===== config.mk =====
export PLATFORM = sky130hd
export DESIGN_NAME = stopwatch_counter
export DESIGN_NICKNAME = d
export VERILOG_FILES = /design/src/rtl/stopwatch_counter.sv
export SDC_FILE = /design/constraint.sdc
export NUM_CORES = 1
export LEC_CHECK = 0
export ABC_AREA = 1
export CORE_AREA = 2 2 51 53
export CTS_CLUSTER_DIAMETER = 40
export CTS_CLUSTER_SIZE = 28
export DETAILED_ROUTE_END_ITERATION = 7
export DIE_AREA = 0 0 53 55
export GPL_ROUTABILITY_DRIVEN = 0
export GPL_TIMING_DRIVEN = 0
export PLACE_DENSITY = 0.89
export RECOVER_POWER = 100
export SLEW_MARGIN = 20
export SYNTH_ARGS = -nofsm -noshare
export SYNTH_HDL_FRONTEND = slang
export SYNTH_SLANG_ARGS = --single-unit

===== constraint.sdc =====
create_clock -name clk_i -period 2.85 [get_ports clk_i]
set_input_delay 0.285 -clock clk_i [delete_from_list [all_inputs] [get_ports clk_i]]
set_output_delay 0.285 -clock clk_i [all_outputs]
set_load 0.02 [all_outputs]

===== src/rtl/stopwatch_counter.sv =====
// ---------------------------------------------------------------------------
// stopwatch_counter
//   MM:SS BCD stopwatch core. Rising edges of the divider's seconds clock
//   become one-cycle ticks that advance the count (RUN), are ignored
//   (PAUSED), or bump a single selected field without carry (ADJUST).
//
// Parameters
//   MAX_MIN        minutes value at which MM:SS wraps to 00:00 (1..99)
//   START_RUNNING  1: RUN after reset, 0: PAUSED after reset
//
// Ports
//   clk_i          system clock
//   rst_i          synchronous active-high reset
//   sec_clk_i      seconds clock level from the divider (clk_i domain)
//   pause_i        one-cycle pulse, toggles RUN/PAUSED
//   adj_i          level, 1 = adjust mode
//   sel_i          adjust field: 0 = seconds, 1 = minutes
//   min_tens_o     BCD minutes tens
//   min_ones_o     BCD minutes ones
//   sec_tens_o     BCD seconds tens (0..5)
//   sec_ones_o     BCD seconds ones
//   running_o      state == RUN
//   adjusting_o    state == ADJUST
//   wrap_o         one-cycle pulse on MAX_MIN:59 -> 00:00 in RUN
// ---------------------------------------------------------------------------
module stopwatch_counter #(
  parameter int MAX_MIN       = 59,
  parameter bit START_RUNNING = 1'b1
) (
  input  logic       clk_i,
  input  logic       rst_i,
  input  logic       sec_clk_i,
  input  logic       pause_i,
  input  logic       adj_i,
  input  logic       sel_i,
  output logic [3:0] min_tens_o,
  output logic [3:0] min_ones_o,
  output logic [3:0] sec_tens_o,
  output logic [3:0] sec_ones_o,
  output logic       running_o,
  output logic       adjusting_o,
  output logic       wrap_o
);

  typedef enum logic [1:0] {RUN, PAUSED, ADJUST} state_e;

  localparam state_e     RST_STATE = START_RUNNING ? RUN : PAUSED;
  // Minutes limit split into decimal digits so the compare is done in BCD.
  localparam logic [3:0] MAX_T     = 4'(MAX_MIN / 10);
  localparam logic [3:0] MAX_O     = 4'(MAX_MIN % 10);

  state_e     state_q;
  logic       sec_q;
  logic [3:0] mt_q, mo_q, st_q, so_q;
  logic [3:0] mt_d, mo_d, st_d, so_d;
  logic       wrap_q, wrap_d;
  logic       tick, sec_max, min_max;

  // sec_q resets high to match the divider's reset level, so the first
  // cycle after reset never sees a false rising edge.
  assign tick    = sec_clk_i & ~sec_q;
  assign sec_max = (st_q == 4'd5) && (so_q == 4'd9);
  assign min_max = (mt_q == MAX_T) && (mo_q == MAX_O);

  // Next digit values; the decision uses the state before the edge, so a
  // tick that coincides with a state change is handled by the old state.
  always_comb begin
    mt_d   = mt_q;
    mo_d   = mo_q;
    st_d   = st_q;
    so_d   = so_q;
    wrap_d = 1'b0;
    if (tick) begin
      case (state_q)
        RUN: begin
          if (so_q != 4'd9) begin
            so_d = so_q + 4'd1;
          end else begin
            so_d = 4'd0;
            if (st_q != 4'd5) begin
              st_d = st_q + 4'd1;
            end else begin
              st_d = 4'd0;
              if (min_max) begin
                mt_d   = 4'd0;
                mo_d   = 4'd0;
                wrap_d = 1'b1;
              end else if (mo_q == 4'd9) begin
                mo_d = 4'd0;
                mt_d = mt_q + 4'd1;
              end else begin
                mo_d = mo_q + 4'd1;
              end
            end
          end
        end
        ADJUST: begin
          // Field-local increment: wraps at its own limit, never carries.
          if (sel_i) begin
            if (min_max) begin
              mt_d = 4'd0;
              mo_d = 4'd0;
            end else if (mo_q == 4'd9) begin
              mo_d = 4'd0;
              mt_d = mt_q + 4'd1;
            end else begin
              mo_d = mo_q + 4'd1;
            end
          end else begin
            if (sec_max) begin
              st_d = 4'd0;
              so_d = 4'd0;
            end else if (so_q == 4'd9) begin
              so_d = 4'd0;
              st_d = st_q + 4'd1;
            end else begin
              so_d = so_q + 4'd1;
            end
          end
        end
        default: ;
      endcase
    end
  end

  always_ff @(posedge clk_i) begin
    if (rst_i) begin
      state_q <= RST_STATE;
      sec_q   <= 1'b1;
      mt_q    <= 4'd0;
      mo_q    <= 4'd0;
      st_q    <= 4'd0;
      so_q    <= 4'd0;
      wrap_q  <= 1'b0;
    end else begin
      sec_q  <= sec_clk_i;
      mt_q   <= mt_d;
      mo_q   <= mo_d;
      st_q   <= st_d;
      so_q   <= so_d;
      wrap_q <= wrap_d;
      // adj outranks pause in both non-adjust states.
      case (state_q)
        RUN:     if (adj_i) state_q <= ADJUST;
                 else if (pause_i) state_q <= PAUSED;
        PAUSED:  if (adj_i) state_q <= ADJUST;
                 else if (pause_i) state_q <= RUN;
        ADJUST:  if (!adj_i) state_q <= PAUSED;
        default: state_q <= RST_STATE;
      endcase
    end
  end

  assign min_tens_o  = mt_q;
  assign min_ones_o  = mo_q;
  assign sec_tens_o  = st_q;
  assign sec_ones_o  = so_q;
  assign running_o   = (state_q == RUN);
  assign adjusting_o = (state_q == ADJUST);
  assign wrap_o      = wrap_q;

endmodule

# --- After elaboration in Yosys (flattened, before gate mapping) ---
# Index checks and enable logic that the tools add are counted.
word_totals:
  wordCells: 70
  inputBits: 6
  register_bits: 20
  output_inout_bits: 19
classes:
  n_addsub: 4
  n_reduce_logical: 9
  mux: 30
  eq_ne: 16
  bitwise: 4
op_table:
  columns: ["op", "n"]
  rows:
  - ["two-way mux 4 bit", 19]
  - ["case mux 4 bit (2 select lines)", 4]
  - ["adder 4 x 1 -> 4 bit (second input constant)", 4]
  - ["two-way mux 2 bit", 5]
  - ["!= test 2 bit (second input constant)", 5]
  - ["AND reduction 5 bit", 2]
  - ["equality test 4 x 3 -> 1 bit (second input constant)", 2]
  - ["equality test 4 bit (second input constant)", 2]
  - ["!= test 3 bit (second input constant)", 2]
  - ["case mux 2 bit (3 select lines)", 1]
  - ["AND reduction 3 bit", 2]
  - ["OR reduction 5 bit", 1]
  - ["!= test 4 x 3 -> 1 bit (second input constant)", 1]
  - ["!= test 4 bit (second input constant)", 1]
  - ["!= test 3 x 1 -> 1 bit (second input constant)", 1]
  - ["inverter 1 bit", 3]
  - ["equality test 2 x 1 -> 1 bit (second input constant)", 1]
  - ["equality test 2 bit (second input constant)", 1]
  - ["logical AND 1 bit", 2]
  - ["logical NOT 2 bit", 1]
  - ["nonzero test 2 bit", 1]
  - ["bitwise AND 1 bit", 1]
  - ["two-way mux 1 bit", 1]

# --- Longest topological paths before layout ---
depth:
  depth_word: 6
  mapped_depth: 10
  depth_no_buf: 10

# --- Worst setup path before layout ---
# Ideal clock, no wire load.
synth_path:
  path_type: "register to register"
  from: "register mo_q[0] (netlist: min_ones_o[0])"
  to: "register mt_q[3] (netlist: min_tens_o[3])"
  path_buffers: 0
  path_slack_ns: 1.418
  t_required_ns: 2.715
  stages_incl_launch_ff: 9
  arrival_ns: 1.296
  synth_period_minus_slack_ns: 1.432
  setup_ns: 0.135
  path_cell_list: "dfxtp_1 ha_1 nand2_1 nor2_2 nand2_1 nor2_2 nand2_2 nand2_1 a21oi_1"
synth_via:
  elab_chain_cells: 6
  word_cells_on_any_way: 8
  classes_between: "eq/ne: 1; mux: 6; reduce/logical: 1"
synth_rtl:
  columns: ["element", "line", "text"]
  rows:
  - ["start: declaration", "54", "logic [3:0] mt_q, mo_q, st_q, so_q;"]
  - ["start signal: assignment", "138", "mo_q <= mo_d;"]
  - ["equality test 4 bit (*)", "63, 88, 103", null]
  - ["two-way mux 4 bit / logical AND 1 bit (equally long branches)", null, null]
  - ["two-way mux 4 bit (*)", "84", "if (min_max) begin"]
  - ["two-way mux 4 bit", "80", "if (st_q != 4'd5) begin"]
  - ["two-way mux 4 bit", "76", "if (so_q != 4'd9) begin"]
  - ["case mux 4 bit (2 select lines) (*)", "74", "case (state_q)"]
  - ["end signal: assignment", "137", "mt_q <= mt_d;"]
  - ["end: declaration", "54", null]
# Mark *: on every way between the ends. The rest lies on a longest branch, timed or not. The select of a mux whose other input is x is not followed.
# A chain may end at the register's enable or synchronous reset.

# --- Worst setup path in the final report ---
layout_path:
  from: "register state_q[0]"
  to: "output adjusting_o"
layout_via:
  elab_chain_cells: 1
layout_rtl:
  columns: ["element", "line", "text"]
  rows:
  - ["start: declaration", "52", "state_e state_q;"]
  - ["start signal: assignment", "128", "state_q <= RST_STATE;"]
  - ["start signal: assignment", "144", "RUN: if (adj_i) state_q <= ADJUST;"]
  - ["start signal: assignment", "145", "else if (pause_i) state_q <= PAUSED;"]
  - ["equality test 2 bit", "159", "assign adjusting_o = (state_q == ADJUST);"]
  - ["end: declaration", "41", "output logic adjusting_o,"]
# Every way passes these cells.

==> impl_metrics.py <==
metrics = {
    "logic_synthesis": {
        "synthesis.nets": 188,
        "synth.distinct_cells": 23,
        "synth_commonest_cells": "nand2_1, inv_1, dfxtp_1",
        "synth-edff-count": 0,
        "async_flop_share_pct": 0,
        "synth-seq-cells": 20,
        "synth_most_common_cell": "nand2_1",
        "yosysWarnings": 0,
        "yosysSeqAreaShare_pct": 33.0,
        "synthCells": 176,
        "yosysTopAreaCellShare_pct": 33.0,
        "synth_area_leaders": "dfxtp_1, nand2_1, inv_1",
        "syn_avg_cell_area_sq_um": 6.89,
        "yosysTopAreaCell": "dfxtp_1",
        "synth-main-ff-cell": "dfxtp_1",
        "syn_area_sq_um": 1210,
    },
    "placed_design": {
        "dp.cells": 230,
        "port_buffers": 24,
        "dp_hpwl_um": 1820,
    },
    "timing": {
        "maxSlewViolCount": 0,
        "fin_crit_ns": 1.96,
        "worst_hold_slack_ns": 0.519,
        "fin_setup_tns_ns": 0,
        "rsz0062_at_grt": "false",
        "worst_pin_slew_ns": 0.515,
        "finClkSkew_ns": 0.00874,
        "fin_crit_sh_pct": 68.9,
        "relSlewSlack_pct": 65.7,
        "setup_viol": 0,
        "max_freq_ghz": 0.509,
        "hold_viol_final": 0,
    },
    "hold_path": {
        "hold_end": "min_tens_o[3]$_SDFFE_PP0P_",
        "hold_start": "min_tens_o[3]$_SDFFE_PP0P_",
        "hold_class": "flip-flop to flip-flop",
        "min_path_cells": 2,
    },
    "power": {
        "p_int_uw": 379,
        "switching_share_pct": 24.1,
        "p_per_area_nw_per_um2": 335,
        "clkPwrFrac_pct": 33.4,
        "p_seq_share_pct": 57.7,
        "p_switching_uw": 121,
        "ir_drop_uv": 244,
        "p_leak_uw": 0.000679,
        "pwr-share-comb_pct": 9.0,
    },
    "floorplanning": {
        "die_h_um": 55,
        "rows": 18,
        "io_pins": 25,
        "dieWidth_um": 53,
        "die_area_sq_um": 2920,
        "start_util_pct": 51.3,
        "core_area_sq_um": 2360,
    },
    "cells_and_area": {
        "drive_gt1_share_pct": 7.35,
        "final_nets": 217,
        "n_fill_cell": 216,
        "stdcell_count": 234,
        "antenna_cells": 0,
        "syn_to_final_growth_pct": 23.0,
    },
    "setup_path": {
        "cp_slowest_cell": "dlygate4sd3_1",
        "cp_top_family": "buffers and inverters",
        "reg2reg_depth": 7,
        "critical_path.endpoint_type": "primary output",
        "reg2reg_slack_ns": 1.24,
        "start_kind": "flip-flop",
        "crit_top_cell": "inv_1",
        "cp_data_required_time_ns": 2.57,
        "r2r_start": "sec_q$_SDFF_PP1_",
        "path_class": "flip-flop to primary output",
        "crit_chain": "inv_1 > nand2_1 > inv_1 > dlygate4sd3_1",
        "arrival_ns": 1.68,
        "max_stage_delay_ns": 0.65,
        "crit_buf_inv": 3,
        "timing.rr.end": "sec_tens_o[2]$_SDFFE_PP0P_",
        "cp.depth": 4,
        "cp_max_fo": 5,
    },
    "route": {
        "drt-total-wl_um": 2380,
        "wl_per_cell_um": 10.2,
        "initialDrtViolationCount": 16,
        "drt_pass1_iterations": 4,
        "num_vias": 1170,
        "drc_errors": 0,
        "viasPerCell": 5.00,
        "ant_nets": 0,
    },
    "clock_network": {
        "clkLatencyLatePin_ns": 0.30,
        "cts.reportedPaths.clkPinSlew_ns": 0.12,
        "cts_setup_buffers": 0,
        "cts_tree": "yes",
        "cts_sinks": 20,
        "numCtsBuffers": 3,
        "clockBufferDepth": 2,
        "cts_resized": 0,
        "h-tree-depth": 1,
        "hold_buffers": 0,
        "cts_root_buffer": "clkbuf_4",
    },
    "job": {
        "cap_viol_max_count": 0,
    },
    "global_route": {
        "grt_overflow": 0,
        "grt_start_max_net_pins": 12,
        "grt_pass1_wl_um": 4010,
        "antenna_found_initial": 0,
        "first_global_vias": 1009,
        "track_usage_pct": 18.6,
    },
    "run_status": {
        "status": "finished, final reports clean",
    },
}
## state kept, by name, summed over array words and instances, names as in the netlist
name,flops
min_ones_o,4
min_tens_o,4
sec_ones_o,4
sec_tens_o,4
state_q,2
sec_q,1
wrap_o,1
## per-stage QoR
stage	util [%]	instance area [sq um]	setup slack [ns]	power [uW]
after floorplan	-	1210	1.42	324
after global placement	63.0	1490	1.25	343
after detailed placement	63.0	1490	1.23	344
after CTS	64.6	1530	0.984	506
after global routing	63.1	1490	0.801	518
final	63.1	1490	0.887	499
## how the worst max path moves through the flow
stage	start	endpoint	slack, ns
after floorplan	min_ones_o[0]$_SDFFE_PP0P_	min_tens_o[3]$_SDFFE_PP0P_	1.42
after global placement	sec_clk_i	sec_tens_o[2]$_SDFFE_PP0P_	1.25
after detailed placement	sec_clk_i	sec_tens_o[3]$_SDFFE_PP0P_	1.23
after CTS	state_q[0]$_SDFFE_PP0P_	adjusting_o	0.98
after global routing	state_q[0]$_SDFFE_PP0P_	adjusting_o	0.80
final	state_q[0]$_SDFFE_PP0P_	adjusting_o	0.89
## area by class of cell
type	instances	area [sq um]	area share, %
plain buffers	1	3.75	0.252
clock buffers	4	36.3	2.43
inverters	24	90.1	6.04
multi-input cells	131	683	45.8
flip-flops and latches	20	400	26.8
well taps	30	37.5	2.52
repair buffers	24	240	16.1
## layer usage
layer  track usage, %  vias up  routed length (um)
li1                 -      622                   -
met2             32.1       21                1090
met1             23.5      523                1190
met5                0        -                   0
met3             1.61        4                  60
met4             8.97        0                  38
## logic make-up (layout without fill, tap and decap cells)
kind of cell / after synthesis / after routing / synth area share, %
AND/OR/NAND/NOR: 106 / 106 / 43.7
buffers and inverters: 25 / 53 / 7.74
flip-flops: 20 / 20 / 33.0
AO/OA/AOI/OAI: 17 / 17 / 7.95
adder cells (fa/ha/maj): 6 / 6 / 6.19
XOR/XNOR: 2 / 2 / 1.45
## worst register-to-register path, cell delays in order, from the launching register on
cell and delay (ns):
dfxtp_1 0.32, nor2_1 0.29, nand2_1 0.24, nor2_1 0.42, nand2_1 0.11, nand2_1 0.08
nand2_1 0.04, nor2_1 0.07
## power by group through the flow
stage | Combinational, uW | Clock [uW] | Sequential [uW]
floorplan | 28.4 | 0 | 295
global placement | 48.6 | 0 | 294
detailed placement | 49.2 | 0 | 295
CTS | 49.5 | 168 | 288
global route | 49.3 | 180 | 289
finish | 44.8 | 167 | 288
## layout by cell type (no fill, tap or decap), types with 3 or more instances in the layout
cell,n
a21oi_1,11
nor2_1,22
nor2_4,4
nand4_1,6
dfxtp_1,20
clkdlybuf4s50_1,3
clkbuf_4,3
nand3_1,15
o21ai_0,3
inv_1,23
ha_1,6
dlygate4sd3_1,21
nand2_1,51
Power figures use the tool's default switching activity.
